### src/rtl/cpu_pkg.sv
// rtl/cpu_pkg.sv - shared constants and types for the 16-bit multi-cycle core
//
// Holds the datapath width, the next-PC selection encodings used by the
// fetch stage, decode stage and control unit, and the fetch FSM state type.
package cpu_pkg;

    parameter int DATA_W = 16;

    // Next-PC selection (PCsrc) encodings.
    localparam logic [1:0] PC_INC    = 2'b00;
    localparam logic [1:0] PC_BRANCH = 2'b01;
    localparam logic [1:0] PC_JUMP   = 2'b10;
    localparam logic [1:0] PC_RET    = 2'b11;

    typedef enum logic [0:0] {
        IF_IDLE = 1'b0,
        IF_WAIT = 1'b1
    } if_state_e;

endpackage

### src/rtl/pc_next_mux.sv
// rtl/pc_next_mux.sv - combinational next-PC selection including the PC+1 adder
//
// Ports:
//   pc_i           current program counter
//   pc_src_i       selection: PC_INC, PC_BRANCH, PC_JUMP, PC_RET
//   b_target_i     branch target
//   jump_target_i  jump target
//   return_addr_i  return address
//   next_pc_o      selected next PC
module pc_next_mux
    import cpu_pkg::*;
#(
    parameter int W = 16
) (
    input  logic [W-1:0] pc_i,
    input  logic [1:0]   pc_src_i,
    input  logic [W-1:0] b_target_i,
    input  logic [W-1:0] jump_target_i,
    input  logic [W-1:0] return_addr_i,
    output logic [W-1:0] next_pc_o
);

    logic [W-1:0] pc_inc;

    // Word addressing: the increment wraps modulo 2^W.
    assign pc_inc = pc_i + {{(W-1){1'b0}}, 1'b1};

    always_comb begin
        next_pc_o = pc_inc;
        case (pc_src_i)
            PC_INC:    next_pc_o = pc_inc;
            PC_BRANCH: next_pc_o = b_target_i;
            PC_JUMP:   next_pc_o = jump_target_i;
            PC_RET:    next_pc_o = return_addr_i;
            default:   next_pc_o = pc_inc;
        endcase
    end

endmodule

### src/rtl/if_stage.sv
// rtl/if_stage.sv - instruction-fetch stage: PC ownership and req/ack fetch FSM
//
// Ports:
//   clk, reset                     clock, async active-high reset
//   enable_IF                      one-cycle fetch request from control
//   pc_update, PCsrc               one-cycle PC load and its selection
//   BTarget, jumpTarget, returnAddr candidate next PCs
//   imem_req, imem_addr            request and address to instruction memory
//   imem_rdata, imem_ack           returned word and completion from memory
//   instruction, nextPC            last fetched word and its address plus 1
//   PC                             current program counter
//   fetch_done                     one-cycle pulse when instruction/nextPC update
//   busy                           fetch outstanding
//   pc_err                         sticky protocol-error flag
module if_stage #(
    parameter int                 DATA_W   = cpu_pkg::DATA_W,
    parameter logic [DATA_W-1:0]  RESET_PC = '0
) (
    input  logic              clk,
    input  logic              reset,
    input  logic              enable_IF,
    input  logic              pc_update,
    input  logic [1:0]        PCsrc,
    input  logic [DATA_W-1:0] BTarget,
    input  logic [DATA_W-1:0] jumpTarget,
    input  logic [DATA_W-1:0] returnAddr,
    output logic              imem_req,
    output logic [DATA_W-1:0] imem_addr,
    input  logic [DATA_W-1:0] imem_rdata,
    input  logic              imem_ack,
    output logic [DATA_W-1:0] instruction,
    output logic [DATA_W-1:0] nextPC,
    output logic [DATA_W-1:0] PC,
    output logic              fetch_done,
    output logic              busy,
    output logic              pc_err
);

    import cpu_pkg::*;

    if_state_e         state_q, state_d;
    logic [DATA_W-1:0] pc_q, pc_d;
    logic [DATA_W-1:0] instr_q, instr_d;
    logic [DATA_W-1:0] next_pc_q, next_pc_d;
    logic [DATA_W-1:0] addr_q, addr_d;
    logic              req_q, req_d;
    logic              done_q, done_d;
    logic              err_q, err_d;
    logic [DATA_W-1:0] sel_pc;

    pc_next_mux #(
        .W (DATA_W)
    ) u_pc_next_mux (
        .pc_i          (pc_q),
        .pc_src_i      (PCsrc),
        .b_target_i    (BTarget),
        .jump_target_i (jumpTarget),
        .return_addr_i (returnAddr),
        .next_pc_o     (sel_pc)
    );

    always_comb begin
        state_d   = state_q;
        pc_d      = pc_q;
        instr_d   = instr_q;
        next_pc_d = next_pc_q;
        addr_d    = addr_q;
        req_d     = req_q;
        done_d    = 1'b0;
        err_d     = err_q;

        case (state_q)
            IF_IDLE: begin
                // A stray ack while idle is simply dropped.
                if (pc_update) begin
                    pc_d = sel_pc;
                end
                if (enable_IF) begin
                    // A PC load in the same cycle redirects this fetch.
                    addr_d  = pc_update ? sel_pc : pc_q;
                    req_d   = 1'b1;
                    state_d = IF_WAIT;
                end
            end
            IF_WAIT: begin
                if (pc_update || enable_IF) begin
                    err_d = 1'b1;
                end
                if (imem_ack) begin
                    instr_d   = imem_rdata;
                    next_pc_d = addr_q + {{(DATA_W-1){1'b0}}, 1'b1};
                    done_d    = 1'b1;
                    req_d     = 1'b0;
                    state_d   = IF_IDLE;
                end
            end
            default: begin
                state_d = IF_IDLE;
                req_d   = 1'b0;
            end
        endcase
    end

    always_ff @(posedge clk or posedge reset) begin
        if (reset) begin
            state_q   <= IF_IDLE;
            pc_q      <= RESET_PC;
            instr_q   <= '0;
            next_pc_q <= '0;
            addr_q    <= RESET_PC;
            req_q     <= 1'b0;
            done_q    <= 1'b0;
            err_q     <= 1'b0;
        end else begin
            state_q   <= state_d;
            pc_q      <= pc_d;
            instr_q   <= instr_d;
            next_pc_q <= next_pc_d;
            addr_q    <= addr_d;
            req_q     <= req_d;
            done_q    <= done_d;
            err_q     <= err_d;
        end
    end

    assign imem_req    = req_q;
    assign imem_addr   = addr_q;
    assign instruction = instr_q;
    assign nextPC      = next_pc_q;
    assign PC          = pc_q;
    assign fetch_done  = done_q;
    assign busy        = (state_q == IF_WAIT);
    assign pc_err      = err_q;

endmodule

### config.mk
export PLATFORM = sky130hd
export DESIGN_NAME = if_stage
export DESIGN_NICKNAME = d
export VERILOG_FILES = /design/src/rtl/cpu_pkg.sv /design/src/rtl/pc_next_mux.sv /design/src/rtl/if_stage.sv
export SDC_FILE = /design/constraint.sdc
export NUM_CORES = 1
export LEC_CHECK = 0
export BUFFER_PORTS_ARGS = -buffer_cell sky130_fd_sc_hd__buf_4
export CORE_MARGIN = 8
export CORE_UTILIZATION = 45
export DETAILED_ROUTE_END_ITERATION = 10
export PLACE_DENSITY = 0.87
export RECOVER_POWER = 50
export SYNTH_ARGS = -nofsm -noshare
export SYNTH_HDL_FRONTEND = slang
export SYNTH_SLANG_ARGS = --single-unit
### constraint.sdc
create_clock -name clk -period 2 [get_ports clk]
set_input_delay 0.4 -clock clk [delete_from_list [all_inputs] [get_ports clk]]
set_output_delay 0.4 -clock clk [all_outputs]
set_load 0.005 [all_outputs]
* After elaboration in Yosys (flattened, before gate mapping) *
Cells that the tools add are included.

cells by class
  add/sub/neg operators = 2
  multipliers = 0
  divide/modulo/power cells = 0
  magnitude comparators = 0
  eq/ne operators = 5
  shifts and indexed selects = 0
  muxes and demuxes = 10
  bitwise gates (word level) = 1
  reduce and logical (&&, ||, !) cells = 6

operators by type and width
  operator                                       count
  case mux 16 bit (4 select lines)               1
  adder 16 x 1 -> 16 bit, second input constant  2
  two-way mux 16 bit                             1
  AND reduction 2 bit                            4
  two-way mux 1 bit                              6
  == test 2 bit, second input constant           2
  inequality test 2 bit, second input constant   2
  case mux 1 bit (2 select lines)                2
  == test 2 x 1 -> 1 bit, second input constant  1
  zero test 2 bit                                1
  logical OR 1 bit                               1
  inverter 1 bit                                 1

word-level totals
  register bits = 68
  bits in latches = 0
  RAM bits = 0
  ROM bits = 0
  input bits = 71
  output and inout port bits = 68
  memories = 0

* Depth between registers and ports, before layout *
  word-level depth = 3
  mapped depth = 7
  mapped depth without buffers = 6

* Modules after synthesis *
Synthesis repeated with hierarchy kept, for this count alone.

unflattened totals
  cells, all modules = 309
  area total of the unflattened synthesis = 3582.2 µm²

modules (own cells, without submodules)
  module       times used  cells an instance  area each (µm²)
  if_stage     1           244                2919.0
  pc_next_mux  1           65                 663.1

* Least setup slack after synthesis *
OpenSTA, ideal clock, no wires.

  kind = flip-flop to flip-flop
  start point = register pc_q[0] (netlist: PC[0])
  end point = register addr_q[10] (netlist: imem_addr[10])
  data arrival time = 1639 ps
  required time = 1882 ps
  setup slack = 243 ps
  stages on the path, launching flop included = 7
  clock period less this slack = 1757 ps
  path through = dfrtp_1 > ha_1 > nand3_2 > o311a_1 > a311oi_2 > a21oi_1 > a21o_1

on the way
  word-level cells in the longest chain between the ends = 3

ends and longest elaborated chain
  element                           RTL line           source
  start: declaration                if_stage.sv:42     logic [DATA_W-1:0] pc_q, pc_d;
  start signal: assignment          if_stage.sv:116    pc_q <= pc_d;
  adder 16 x 1 -> 16 bit            pc_next_mux.sv:26  assign pc_inc = pc_i + {{(W-1){1'b0}}, 1'b1};
  case mux 16 bit (4 select lines)  pc_next_mux.sv:30  case (pc_src_i)
  two-way mux 16 bit                n/a
  end signal: assignment            if_stage.sv:119    addr_q <= addr_d;
  end: declaration                  if_stage.sv:45     logic [DATA_W-1:0] addr_q, addr_d;

No other way between the ends.
A chain may end at the register's enable or synchronous reset.

* Final worst setup path *
Ends and elaborated chain as after synthesis.

==> results.sh <==
export IMPL_status="finished clean"
export IMPL_hold_viol_final=0
export IMPL_cap_violations=0
export IMPL_die_area_um2=11400
export IMPL_viasPerCell=5.49
export IMPL_core_area_um2=8090
export IMPL_antenna_left=0
export IMPL_clock_latency_ns=0.34
export IMPL_cts_sinks=68
export IMPL_cp_max_fo=8
export IMPL_slew_violations=0
export IMPL_n_antenna_cell=0
export IMPL_drive_gt1_share_pct=40.8
export IMPL_clkSlewWorstSetupHoldPaths_ns=0.07
export IMPL_dpl_worst_slack_ns=0.0739
export IMPL_synth_net_count=446
export IMPL_powerDensity_nw_per_um2=1060
export IMPL_grt_use_total_pct=19.4
export IMPL_ctsResizeCount=0
export IMPL_rsz0062_at_grt="no"
export IMPL_final_common_cell="buf_4"
export IMPL_gp_congestion=0.853
export IMPL_irDropWorstVdd_mv=0.388
export IMPL_first_pass_iters=5
export IMPL_synth_area_mux_share_pct=13.1
export IMPL_critPathLaunchType="register"
export IMPL_worstHoldPathType="in2reg"
export IMPL_clock_skew_ns=0.00676
export IMPL_row_count=33
export IMPL_syn_area_per_cell_um2=9.90
export IMPL_clkPwrFrac_pct=25.5
export IMPL_synth_edf_count=0
export IMPL_setup_violations=0
export IMPL_endpoint_kind="register"
export IMPL_cts_inserted_buffers=9
export IMPL_gr_total_overflow=0
export IMPL_finalWorstSetupSlack_ns=0.0731
export IMPL_path_class="reg2reg"
export IMPL_cp_arrival_ns=2.16
export IMPL_fin_tns_setup_ns=0
export IMPL_synth_top_family_by_area="compound AO/OA/AOI/OAI gates"
export IMPL_synth_xor_area_share_pct=4.03
export IMPL_r2r_setup_slack_ns=0.07
export IMPL_rr_startpoint="PC[0]$_DFFE_PP0N_"
export IMPL_cts_buffer_depth=2
export IMPL_ys_types=49
export IMPL_h_tree_depth=3
export IMPL_synth_fa_ha_area_share_pct=0.678
export IMPL_critPathRequiredTime_ns=2.23
export IMPL_dp_hpwl_um=8460
export IMPL_ys_ff_latch=68
export IMPL_cts_root_buf="clkbuf_8"
export IMPL_wirelength_um=11000
export IMPL_p_sw_mw=1.77
export IMPL_route_detailed_drc=0
export IMPL_dpl_cell_count=611
export IMPL_grt_pass1_wl_um=17900
export IMPL_p_int_mw=3.67
export IMPL_ys_seq_area_share_pct=46.1
export IMPL_antenna_found_initial=0
export IMPL_yosysWarningCount=0
export IMPL_fin_cells=627
export IMPL_wl_per_cell_um=17.5
export IMPL_ys_flop_type="dfrtp_1"
export IMPL_relSlewSlack_pct=3.59
export IMPL_die_w_um=107
export IMPL_synth_simple_area_share_pct=15.2
export IMPL_io_pins=139
export IMPL_worst_slew_pin_slew_ns=1.45
export IMPL_whs_ns=0.243
export IMPL_final_cell_mix="buf_4 (121), dfrtp_1 (66), nand2_1 (42)"
export IMPL_fmax_mhz=519
export IMPL_r2r_end="imem_addr[10]$_DFFE_PP0P_"
export IMPL_vias=3444
export IMPL_finalCriticalPeriod_ns=1.93
export IMPL_drt_iter0_drc=275
export IMPL_die_y_um=107
export IMPL_switching_share_pct=32.6
export IMPL_synthCells=373
export IMPL_total_power_mw=5.44
export IMPL_leakagePower_nw=2.31
export IMPL_post_cts_buffers=0
export IMPL_grt_max_degree=69
export IMPL_synth_compound_area_share_pct=17.2
export IMPL_critical_path_endpoint="imem_addr[10]$_DFFE_PP0P_"
export IMPL_pwr_share_comb_pct=33.4
export IMPL_start_util_pct=45.6
export IMPL_nets=590
export IMPL_area_growth_pct=38.6
export IMPL_first_global_vias=3481
export IMPL_postCtsHoldBufs=0
export IMPL_tritoncts="done"
export IMPL_startpoint="PC[0]$_DFFE_PP0N_"
export IMPL_portBuffers=138
export IMPL_ff2ff_path_depth=6
export IMPL_min_period_over_period_pct=96.3
export IMPL_synth_area_um2=3690
export IMPL_seq_power_share_pct=41.0
export IMPL_synthArstFlopShare_pct=100
==> how the worst min path moves through the flow <==
| stage | startpoint | end | slack (ns) | cells past startpoint |
|---|---|---|---|---|
| global placement | pc_err$_DFFE_PP0P_ | pc_err$_DFFE_PP0P_ | 0.46 | 1 |
| CTS | reset | instruction[10]$_DFFE_PP0P_ | 0.15 | 3 |
| global route | imem_ack | busy$_DFF_PP0_ | 0.24 | 2 |
| floorplan | pc_err$_DFFE_PP0P_ | pc_err$_DFFE_PP0P_ | 0.46 | 1 |
| detailed placement | pc_err$_DFFE_PP0P_ | pc_err$_DFFE_PP0P_ | 0.46 | 1 |
| finish | imem_ack | busy$_DFF_PP0_ | 0.24 | 2 |
==> flip-flops by register name (all words and copies together), names as in the netlist <==
name	cells
PC	16
imem_addr	16
instruction	16
nextPC	16
busy	1
fetch_done	1
imem_req	1
pc_err	1
==> metrics by stage <==
step | util [%] | area, um2
after floorplan | - | 3700
after global placement | 60.6 | 4900
after detailed placement | 60.6 | 4900
after CTS | 63.7 | 5150
after global routing | 63.2 | 5120
final | 63.2 | 5120
==> cell families after synthesis <==
group	count (synthesis)
flip-flops	68
AND/OR/NAND/NOR	114
multiplexers	39
adder cells (fa/ha/maj)	2
XOR/XNOR	17
buffers and inverters	31
AO/OA/AOI/OAI	102
==> metal layers <==
metal / GRT usage (%) / up-vias / part of all wire [%] / wire, um
met4: 8.24 / 0 / 1.7 / 182
met1: 24.9 / 1637 / 44 / 4770
li1: - / 1626 / - / -
met2: 30.9 / 169 / 47 / 5130
met5: 0 / - / 0 / 0
met3: 4.50 / 12 / 8.0 / 879
==> cell usage after synthesis, types with 2 or more instances <==
| master | number | area (um2) |
|---|---|---|
| nor2_1 | 27 | 101 |
| and3_1 | 4 | 25.0 |
| nor3_2 | 2 | 20.0 |
| clkinv_1 | 2 | 7.51 |
| a21o_1 | 2 | 15.0 |
| inv_1 | 6 | 22.5 |
| o21ai_1 | 6 | 30.0 |
| nand3_1 | 10 | 50.1 |
| o31ai_1 | 5 | 37.5 |
| a211oi_1 | 2 | 15.0 |
| nand2b_1 | 3 | 18.8 |
| a31oi_1 | 3 | 18.8 |
| xor2_1 | 8 | 70.1 |
| o22a_1 | 4 | 35.0 |
| mux2i_1 | 9 | 90.1 |
| or2_2 | 2 | 12.5 |
| mux2_2 | 25 | 282 |
| mux4_2 | 5 | 113 |
| nand4_2 | 2 | 25.0 |
| nor4_2 | 2 | 25.0 |
| dfrtp_1 | 68 | 1700 |
| a221oi_1 | 6 | 52.6 |
| a22o_1 | 6 | 52.6 |
| buf_2 | 9 | 45.0 |
| nand4_1 | 3 | 18.8 |
| nand3_2 | 2 | 20.0 |
| o21a_1 | 2 | 15.0 |
| a21oi_1 | 19 | 95.1 |
| nor3_1 | 6 | 30.0 |
| nand2_1 | 42 | 158 |
| ha_1 | 2 | 25.0 |
| xnor2_1 | 9 | 78.8 |
| clkbuf_1 | 12 | 45.0 |
| nor2b_1 | 5 | 31.3 |
| o21ai_0 | 39 | 195 |
==> worst max-delay path, stage by stage, from the launching register on <==
cell and delay (ns):
dfrtp_2 0.43, ha_1 0.24, nand3_2 0.19, o311a_1 0.39
a311oi_2 0.30, a21oi_1 0.11, a21o_1 0.16
==> final cells by class <==
class / instances / area (um2)
Fill cell: 701 / 2970
Clock buffer: 10 / 138
Timing Repair Buffer: 155 / 1140
Clock inverter: 6 / 111
Sequential cell: 68 / 1700
Multi-Input combinational cell: 274 / 1860
Tap cell: 105 / 131
Inverter: 9 / 35.0
==> power groups by stage <==
stage          sequential [mW]  combinational (mW)  clock (mW)
2_1_floorplan             2.19               0.822           0
3_3_place_gp              2.22                1.83           0
3_5_place_dp              2.26                1.88           0
4_1_cts                   2.23                1.89        1.41
5_1_grt                   2.30                2.01        1.48
6_report                  2.23                1.82        1.39
Power figures use the tool's default switching activity.
